## config.mk

```make
export PLATFORM = sky130hd
export DESIGN_NAME = ct_ciu_l2c_rbeat_flat
export DESIGN_NICKNAME = d
export VERILOG_FILES = /design/src/rtl/ct_ciu_l2c_rbeat_if.sv /design/src/rtl/ct_ciu_l2c_rbeat.sv /design/src/flat_wrapper.sv
export SDC_FILE = /design/constraint.sdc
export NUM_CORES = 1
export LEC_CHECK = 0
export ABC_AREA = 1
export CAP_MARGIN = 0
export CORE_MARGIN = 5
export CORE_UTILIZATION = 50
export CTS_BUF_LIST = sky130_fd_sc_hd__clkbuf_2 sky130_fd_sc_hd__clkbuf_4 sky130_fd_sc_hd__clkbuf_8
export DETAILED_ROUTE_END_ITERATION = 8
export PLACE_DENSITY_LB_ADDON = 0.08
export SLEW_MARGIN = 20
export SYNTH_ARGS = -nofsm -noshare
export SYNTH_HDL_FRONTEND = slang
export SYNTH_SLANG_ARGS = --single-unit
```

## constraint.sdc

```tcl
create_clock -name forever_cpuclk -period 33.7 [get_ports forever_cpuclk]
set_input_delay 8.425 -clock forever_cpuclk [delete_from_list [all_inputs] [get_ports forever_cpuclk]]
set_output_delay 8.425 -clock forever_cpuclk [all_outputs]
set_load 0.03 [all_outputs]
```

## src/rtl/ct_ciu_l2c_rbeat_if.sv

```systemverilog
// Bundle of the L2C write-back completion push and the CIU response beat channel.
interface ct_ciu_l2c_rbeat_if;
    logic         l2c_ciu_cmplt;
    logic [4:0]   l2c_ciu_resp;
    logic [3:0]   l2c_ciu_cp;
    logic [4:0]   l2c_ciu_sid;
    logic [511:0] l2c_ciu_data;
    logic         rbeat_vld;
    logic         rbeat_rdy;
    logic [127:0] rbeat_data;
    logic [4:0]   rbeat_sid;
    logic [4:0]   rbeat_resp;
    logic         rbeat_last;
    logic         rbeat_credit;
    logic         rbuf_empty;
    logic         rbuf_ovf_err;

    modport master (
        output l2c_ciu_cmplt, l2c_ciu_resp, l2c_ciu_cp, l2c_ciu_sid, l2c_ciu_data, rbeat_rdy,
        input  rbeat_vld, rbeat_data, rbeat_sid, rbeat_resp, rbeat_last, rbeat_credit,
               rbuf_empty, rbuf_ovf_err
    );

    modport slave (
        input  l2c_ciu_cmplt, l2c_ciu_resp, l2c_ciu_cp, l2c_ciu_sid, l2c_ciu_data, rbeat_rdy,
        output rbeat_vld, rbeat_data, rbeat_sid, rbeat_resp, rbeat_last, rbeat_credit,
               rbuf_empty, rbuf_ovf_err
    );
endinterface

```

## src/rtl/ct_ciu_l2c_rbeat.sv

```systemverilog
// Line FIFO behind the L2C WB stage, serialising 512-bit completions into 128-bit beats.
// Optional CIU_RBEAT_CRIT_WORD_FIRST_EN: start each data entry at beat cp[1:0] and wrap.
module ct_ciu_l2c_rbeat #(
    parameter int DEPTH = 2,
    parameter int PTR_W = 1
) (
    input  logic                    forever_cpuclk,
    input  logic                    cpurst,
    ct_ciu_l2c_rbeat_if.slave       rbif
);
    localparam logic [PTR_W-1:0] LAST_PTR = PTR_W'(DEPTH - 1);
    localparam logic [PTR_W:0]   FULL_CNT = (PTR_W + 1)'(DEPTH);

    logic [511:0]     r_data [DEPTH];
    logic [4:0]       r_resp [DEPTH];
    logic [4:0]       r_sid  [DEPTH];
    logic             r_dp   [DEPTH];
`ifdef CIU_RBEAT_CRIT_WORD_FIRST_EN
    logic [1:0]       r_start [DEPTH];
`endif

    logic [PTR_W-1:0] r_wptr;
    logic [PTR_W-1:0] r_rptr;
    logic [PTR_W:0]   r_cnt;
    logic [1:0]       r_bcnt;
    logic             r_credit;
    logic             r_ovf;

    logic             w_vld;
    logic             w_full;
    logic             w_last;
    logic             w_xfer;
    logic             w_pop;
    logic             w_push;
    logic [1:0]       w_start;
    logic [1:0]       w_idx;

    function automatic logic [PTR_W-1:0] ptr_inc(input logic [PTR_W-1:0] p);
        return (p == LAST_PTR) ? '0 : p + 1'b1;
    endfunction

    assign w_vld  = (r_cnt != '0);
    assign w_full = (r_cnt == FULL_CNT);
    assign w_last = w_vld && (!r_dp[r_rptr] || (r_bcnt == 2'd3));
    assign w_xfer = w_vld && rbif.rbeat_rdy;
    assign w_pop  = w_xfer && w_last;
    // A last-beat pop frees its slot in the same cycle, so a push into a full buffer is accepted then.
    assign w_push = rbif.l2c_ciu_cmplt && (!w_full || w_pop);

`ifdef CIU_RBEAT_CRIT_WORD_FIRST_EN
    assign w_start = r_start[r_rptr];
`else
    assign w_start = 2'd0;
`endif
    assign w_idx = w_start + r_bcnt;

    always_ff @(posedge forever_cpuclk) begin
        if (cpurst) begin
            r_wptr   <= '0;
            r_rptr   <= '0;
            r_cnt    <= '0;
            r_bcnt   <= 2'd0;
            r_credit <= 1'b0;
            r_ovf    <= 1'b0;
        end else begin
            if (w_push) r_wptr <= ptr_inc(r_wptr);
            if (w_pop)  r_rptr <= ptr_inc(r_rptr);
            if (w_xfer) r_bcnt <= w_last ? 2'd0 : r_bcnt + 2'd1;
            case ({w_push, w_pop})
                2'b10:   r_cnt <= r_cnt + 1'b1;
                2'b01:   r_cnt <= r_cnt - 1'b1;
                default: r_cnt <= r_cnt;
            endcase
            r_credit <= w_pop;
            if (rbif.l2c_ciu_cmplt && !w_push) r_ovf <= 1'b1;
        end
    end

    // Entry payload needs no reset: occupancy alone decides what is visible.
    always_ff @(posedge forever_cpuclk) begin
        if (w_push) begin
            r_data[r_wptr]  <= rbif.l2c_ciu_data;
            r_resp[r_wptr]  <= rbif.l2c_ciu_resp;
            r_sid[r_wptr]   <= rbif.l2c_ciu_sid;
            r_dp[r_wptr]    <= rbif.l2c_ciu_cp[3];
`ifdef CIU_RBEAT_CRIT_WORD_FIRST_EN
            r_start[r_wptr] <= rbif.l2c_ciu_cp[1:0];
`endif
        end
    end

    assign rbif.rbeat_vld    = w_vld;
    assign rbif.rbeat_last   = w_last;
    assign rbif.rbeat_data   = (w_vld && r_dp[r_rptr]) ? r_data[r_rptr][{w_idx, 7'd0} +: 128] : '0;
    assign rbif.rbeat_sid    = w_vld ? r_sid[r_rptr]  : '0;
    assign rbif.rbeat_resp   = w_vld ? r_resp[r_rptr] : '0;
    assign rbif.rbeat_credit = r_credit;
    assign rbif.rbuf_empty   = !w_vld;
    assign rbif.rbuf_ovf_err = r_ovf;
endmodule

```

## src/flat_wrapper.sv

```systemverilog
// flat-port wrapper written by rule: the top's interface ports become plain ports
module ct_ciu_l2c_rbeat_flat 
#(
    parameter int DEPTH = 2,
    parameter int PTR_W = 1
)
  (forever_cpuclk, cpurst, rbif_l2c_ciu_cmplt, rbif_l2c_ciu_resp, rbif_l2c_ciu_cp, rbif_l2c_ciu_sid, rbif_l2c_ciu_data, rbif_rbeat_rdy, rbif_rbeat_vld, rbif_rbeat_data, rbif_rbeat_sid, rbif_rbeat_resp, rbif_rbeat_last, rbif_rbeat_credit, rbif_rbuf_empty, rbif_rbuf_ovf_err);
  ct_ciu_l2c_rbeat_if rbif_i ();
  input  logic forever_cpuclk;
  input  logic cpurst;
  input wire logic [$bits(rbif_i.l2c_ciu_cmplt)-1:0] rbif_l2c_ciu_cmplt;
  input wire logic [$bits(rbif_i.l2c_ciu_resp)-1:0] rbif_l2c_ciu_resp;
  input wire logic [$bits(rbif_i.l2c_ciu_cp)-1:0] rbif_l2c_ciu_cp;
  input wire logic [$bits(rbif_i.l2c_ciu_sid)-1:0] rbif_l2c_ciu_sid;
  input wire logic [$bits(rbif_i.l2c_ciu_data)-1:0] rbif_l2c_ciu_data;
  input wire logic [$bits(rbif_i.rbeat_rdy)-1:0] rbif_rbeat_rdy;
  output wire logic [$bits(rbif_i.rbeat_vld)-1:0] rbif_rbeat_vld;
  output wire logic [$bits(rbif_i.rbeat_data)-1:0] rbif_rbeat_data;
  output wire logic [$bits(rbif_i.rbeat_sid)-1:0] rbif_rbeat_sid;
  output wire logic [$bits(rbif_i.rbeat_resp)-1:0] rbif_rbeat_resp;
  output wire logic [$bits(rbif_i.rbeat_last)-1:0] rbif_rbeat_last;
  output wire logic [$bits(rbif_i.rbeat_credit)-1:0] rbif_rbeat_credit;
  output wire logic [$bits(rbif_i.rbuf_empty)-1:0] rbif_rbuf_empty;
  output wire logic [$bits(rbif_i.rbuf_ovf_err)-1:0] rbif_rbuf_ovf_err;
  assign rbif_i.l2c_ciu_cmplt = rbif_l2c_ciu_cmplt;
  assign rbif_i.l2c_ciu_resp = rbif_l2c_ciu_resp;
  assign rbif_i.l2c_ciu_cp = rbif_l2c_ciu_cp;
  assign rbif_i.l2c_ciu_sid = rbif_l2c_ciu_sid;
  assign rbif_i.l2c_ciu_data = rbif_l2c_ciu_data;
  assign rbif_i.rbeat_rdy = rbif_rbeat_rdy;
  assign rbif_rbeat_vld = rbif_i.rbeat_vld;
  assign rbif_rbeat_data = rbif_i.rbeat_data;
  assign rbif_rbeat_sid = rbif_i.rbeat_sid;
  assign rbif_rbeat_resp = rbif_i.rbeat_resp;
  assign rbif_rbeat_last = rbif_i.rbeat_last;
  assign rbif_rbeat_credit = rbif_i.rbeat_credit;
  assign rbif_rbuf_empty = rbif_i.rbuf_empty;
  assign rbif_rbuf_ovf_err = rbif_i.rbuf_ovf_err;
  ct_ciu_l2c_rbeat #(.DEPTH(DEPTH), .PTR_W(PTR_W)) u_core (.forever_cpuclk(forever_cpuclk), .cpurst(cpurst), .rbif(rbif_i));
endmodule
```

# After elaboration in Yosys (flattened, before gate mapping)
# Memory sizes are Yosys's and may differ from the RTL's. A register that Yosys moved wholly into a read port is not among the register bits.
# Cells that the tools add are included.
# W data, S select, Z words.
# word_totals
register_bits,8
ram_bits,1046
in_bits,530
out_inout_bits,143
wordCells,51
mem_count,4
# mem_list
name,depth,word_bits,read_ports,rd_ports_with_merged_regs,write_ports,line,rtl
u_core.r_data,2,512,1,1,1,ct_ciu_l2c_rbeat.sv:14,logic [511:0] r_data [DEPTH];
u_core.r_resp,2,5,1,1,1,ct_ciu_l2c_rbeat.sv:15,logic [4:0] r_resp [DEPTH];
u_core.r_sid,2,5,1,1,1,ct_ciu_l2c_rbeat.sv:16,logic [4:0] r_sid [DEPTH];
u_core.r_dp,2,1,1,1,1,ct_ciu_l2c_rbeat.sv:17,logic r_dp [DEPTH];
# classes
add_sub_neg,5
eq_ne,4
shift,1
n_mux,17
n_reduce_logical,14
# op_table
operator,n
$shiftx A512 B10 Y128,1
$mux W128,1
$mux W1,12
$mux W5,2
$eq A2 B2 Y1 const B,3
$logic_and A1 B1 Y1,6
$add A2 B1 Y2 const B,2
$logic_not A1 Y1,4
$pmux W2 S2,1
$reduce_bool A2 Y1,2
$add A1 B1 Y1 const B,2
$eq A2 B1 Y1 const B,1
$logic_or A1 B1 Y1,2
$mux W2,1
$sub A2 B1 Y2 const B,1

# Logic depth before layout (Yosys ltp)
# depth
ltp_word,8
mapped_depth,10
ltp_nobuf,8

# Worst setup path before layout
# OpenSTA, ideal clock, no wires.
# synth_timing
path_type,input-to-reg
start,input port rbif_rbeat_rdy
end,memory u_core.r_data[0][0] (enable)
setup_ns,1.430
t_arrival_ns,30.796
required_ns,32.270
slack_ns,1.474
cell_stages,6
n_path_buf,0
path_cell_list,inv_1 nor2_1 nand2_2 nand2_1 nand2_1 nor2_1
# synth_between
elab_chain_cells,6
# synth_rtl
element,line,rtl
start: declaration,flat_wrapper.sv:16,input wire logic [$bits(rbif_i.rbeat_rdy)-1:0] rbif_rbeat_rdy;
$logic_and A1 B1 Y1,ct_ciu_l2c_rbeat.sv:45,assign w_xfer = w_vld && rbif.rbeat_rdy;
$logic_and A1 B1 Y1,ct_ciu_l2c_rbeat.sv:46,assign w_pop = w_xfer && w_last;
$logic_or A1 B1 Y1,ct_ciu_l2c_rbeat.sv:48,assign w_push = rbif.l2c_ciu_cmplt && (!w_full || w_pop);
$logic_and A1 B1 Y1,ct_ciu_l2c_rbeat.sv:48,
$mux W1,ct_ciu_l2c_rbeat.sv:81,if (w_push) begin
$mux W1 (implied by the code),ct_ciu_l2c_rbeat.sv:82,r_data[r_wptr] <= rbif.l2c_ciu_data;
end: declaration,ct_ciu_l2c_rbeat.sv:14,
# No other way between the ends.

==> impl_metrics.env <==
export IMPL_synth_common_cells="edfxtp_1, nor2_1, o21ai_0, nand2_1, o211ai_1"
export IMPL_synth_top_family_by_area="compound AO/OA/AOI/OAI gates"
export IMPL_power_density_nw_per_um2=59.24
export IMPL_async_reset_ff_share_pct=0
export IMPL_grt_max_degree=258
export IMPL_synthAdderAreaFrac_pct=0.03022
export IMPL_clkSlewWorstSetupHoldPaths_ns=0.06
export IMPL_cp_endpoint="rbif_rbeat_data[72]"
export IMPL_hold_viol_final=0
export IMPL_cts_sinks=1055
export IMPL_critPathSlowestCell="dfxtp_4"
export IMPL_synth_top_area_share_pct=75.86
export IMPL_synth_mux_area_fraction_pct=0
export IMPL_route_detailed_drc=0
export IMPL_htree_levels=4
export IMPL_synth_area_leaders="edfxtp_1, nor2_1, o21ai_0"
export IMPL_slew_viol_final=0
export IMPL_cts_hold_buf=0
export IMPL_synth_cell_types=23
export IMPL_maxCapViolCount=0
export IMPL_syn_nets=3682
export IMPL_vias=27840
export IMPL_grt_use_total_pct=24.26
export IMPL_slew_headroom_pct=24.11
export IMPL_seqPwrFrac_pct=51.4
export IMPL_p_int_uw=2288
export IMPL_drt_first_iter_violations=1980
export IMPL_fin_crit_sh_pct=40.62
export IMPL_min_period_ns=13.69
export IMPL_hpwlAfterDp_microns=67430
export IMPL_worstMarginPinSlew_ns=1.138
export IMPL_cts_tree="done"
export IMPL_fmax_mhz=73.06
export IMPL_yosysTopAreaCell="edfxtp_1"
export IMPL_vdd_drop_max_mv=0.03594
export IMPL_setup_viol=0
export IMPL_rrSetupSlack_ns=27.32
export IMPL_arrival_ns=5.26
export IMPL_initial_utilization_pct=50.42
export IMPL_r2r_end="u_core.r_data[0][455]$_DFFE_PP_"
export IMPL_crit_type="reg -> out"
export IMPL_cts_made_buffers=171
export IMPL_combPwrFrac_pct=14.3
export IMPL_hold_depth=2
export IMPL_path_common_cell="nand2_1"
export IMPL_clockRootBuffer="clkbuf_8"
export IMPL_synth_flop_cell="edfxtp_1"
export IMPL_cp_start_kind="flop"
export IMPL_holdCritPathClass="reg -> reg"
export IMPL_die_w_microns=297.8
export IMPL_first_pass_iters=5
export IMPL_yosys_area_share_simple_pct=9.770
export IMPL_routed_wl_microns=112200
export IMPL_synth_compound_area_share_pct=10.98
export IMPL_fp_row_count=105
export IMPL_p_sw_uw=794.0
export IMPL_multi_input_area_sq_um=8626
export IMPL_status="completed"
export IMPL_crit_path_max_incr_delay_ns=1.02
export IMPL_n_fill_cell=6233
export IMPL_synth_seq_area_share_pct=76.30
export IMPL_cp_required_ns=25.27
export IMPL_ys_ff_latch=1055
export IMPL_layout_nets=4336
export IMPL_rsz0062_at_grt="no"
export IMPL_finClkSkew_ns=0.04882
export IMPL_synth_cells=3151
export IMPL_ctsLongestPathBuffers=3
export IMPL_path_max_fanout=178
export IMPL_grt_pass1_vias=27890
export IMPL_antenna_found_initial=49
export IMPL_syn_area_sq_um=41400
export IMPL_gp_congestion=0.7987
export IMPL_reg2reg_depth=11
export IMPL_drive_above_1_share_pct=8.096
export IMPL_setup_tns_ns=0
export IMPL_fp_coreArea_sq_um=82110
export IMPL_die_h_microns=297.8
export IMPL_clk_latency_ns=0.80
export IMPL_synth_most_common_cell="edfxtp_1"
export IMPL_post_cts_resized=0
export IMPL_ios=673
export IMPL_clkPwrFrac_pct=34.2
export IMPL_grt_pass1_wl_microns=165200
export IMPL_crit_chain="inv_8, nand2_1, nand2_1, nor2_4, buf_4, nand2_1, nor2_1, clkdlybuf4s50_1"
export IMPL_ant_nets=0
export IMPL_synth_edf_count=1046
export IMPL_port_buffers=669
export IMPL_postCtsSetupBuffers=0
export IMPL_p_leak_uw=0.01754
export IMPL_p_total_uw=3082
export IMPL_synth_xor_area_share_pct=0.02115
export IMPL_seqCellArea_sq_um=31600
export IMPL_grt_remaining_overflow=0
export IMPL_wl_per_cell_microns=22.29
export IMPL_p_sw_share_pct=25.76
export IMPL_critPathCaptureType="output port"
export IMPL_area_growth_syn_to_layout_pct=25.65
export IMPL_die_area_sq_um=88660
export IMPL_synth_warnings=0
export IMPL_vias_per_cell=5.529
export IMPL_syn_avg_cell_area_sq_um=13.14
[critical path, delay by kind of cell, from the launching register on]
family        cells  cell delay [ns]
buf+inv           3             2.11
flops             1             1.02
simple gates      5             1.25
[how the worst min path moves through the flow]
| stage | from | to |
|---|---|---|
| global placement | u_core.rbif.rbuf_ovf_err$_SDFFE_PP0P_ | u_core.rbif.rbuf_ovf_err$_SDFFE_PP0P_ |
| global route | u_core.rbif.rbuf_ovf_err$_SDFFE_PP0P_ | u_core.rbif.rbuf_ovf_err$_SDFFE_PP0P_ |
| finish | u_core.r_rptr$_SDFFE_PP0P_ | flop |
| detailed placement | u_core.rbif.rbuf_ovf_err$_SDFFE_PP0P_ | u_core.rbif.rbuf_ovf_err$_SDFFE_PP0P_ |
| floorplan | u_core.r_rptr$_SDFFE_PP0P_ | flop |
| CTS | u_core.rbif.rbuf_ovf_err$_SDFFE_PP0P_ | u_core.rbif.rbuf_ovf_err$_SDFFE_PP0P_ |
[stage by stage]
| step | hold WS, ns | worst slack (ns) | utilization (%) | instance area (sq um) | cells |
|---|---|---|---|---|---|
| 2_1_floorplan | 0.4474 | 1.474 | - | 41400 | 3151 |
| 3_3_place_gp | 0.4424 | 19.60 | 59.18 | 48590 | 4699 |
| 3_5_place_dp | 0.4555 | 19.52 | 59.18 | 48590 | 4699 |
| 4_1_cts | 0.4726 | 19.34 | 63.14 | 51840 | 4995 |
| 5_1_grt | 0.5214 | 19.63 | 63.32 | 51990 | 5021 |
| 6_report | 0.4711 | 20.01 | 63.36 | 52020 | 5035 |
[placed cells by master (no fill, tap or decap)]
cell type and instances:
edfxtp_1 1046, nor2_1 905, clkdlybuf4s50_1 669, o21ai_0 511, clkbuf_8 172, nand2_1 161, o211ai_1 128, o22ai_1 108
clkbuf_4 69, diode_2 37, clkinv_1 35, o22ai_2 20, buf_4 18, a21oi_1 17, inv_1 13, inv_8 7
nand3_1 6, clkinv_2 6, dfxtp_1 6, buf_12 5, o21ai_1 3, dfxtp_4 3, inv_12 3, buf_16 3
nor2_4 2, clkinvlp_4 2, bufinv_16 2, buf_6 2, inv_4 1, nand2_2 1, xor2_1 1, ha_1 1
clkinv_8 1, inv_6 1
[cells by family after synthesis]
| logic type | count (synthesis) |
|---|---|
| compound gates | 787 |
| xor+xnor | 1 |
| fa+ha+maj | 1 |
| buf+inv | 232 |
| flops | 1055 |
| simple gates | 1075 |
[layer usage]
layer / vias to the layer above / track usage, % / part of all wire [%]
met2: 996 / 41.75 / 51
met5: - / 0 / 0.17
li1: 12850 / - / -
met1: 13750 / 28.85 / 37
met3: 218 / 7.536 / 8.4
met4: 30 / 9.075 / 3.1
[state kept, by name, summed over array words and instances (netlist names), named ones only]
register,flops
u_core.rbif.rbeat_credit,1
u_core.r_resp,10
u_core.r_bcnt,2
u_core.r_rptr,1
u_core.r_data,1024
u_core.r_wptr,1
u_core.rbif.rbuf_ovf_err,1
u_core.r_sid,10
u_core.r_cnt,2
u_core.r_dp,2
[cell type report]
type	instances	share of cell area (%)
Antenna cell	37	0.1780
Clock buffer	241	5.546
Multi-Input combinational cell	1864	16.58
Tap cell	1070	2.573
Sequential cell	1055	60.74
Clock inverter	55	0.7047
Timing Repair Buffer	697	13.53
Inverter	16	0.1491
[power by group through the flow]
| stage | Clock [uW] | Combinational [uW] | Sequential, uW |
|---|---|---|---|
| finish | 1060 | 442 | 1580 |
| global route | 1150 | 481 | 1590 |
| CTS | 1080 | 444 | 1590 |
| detailed placement | 0 | 443 | 1610 |
| global placement | 0 | 432 | 1610 |
| floorplan | 0 | 256 | 1680 |
(Power assumes the default switching activity.)
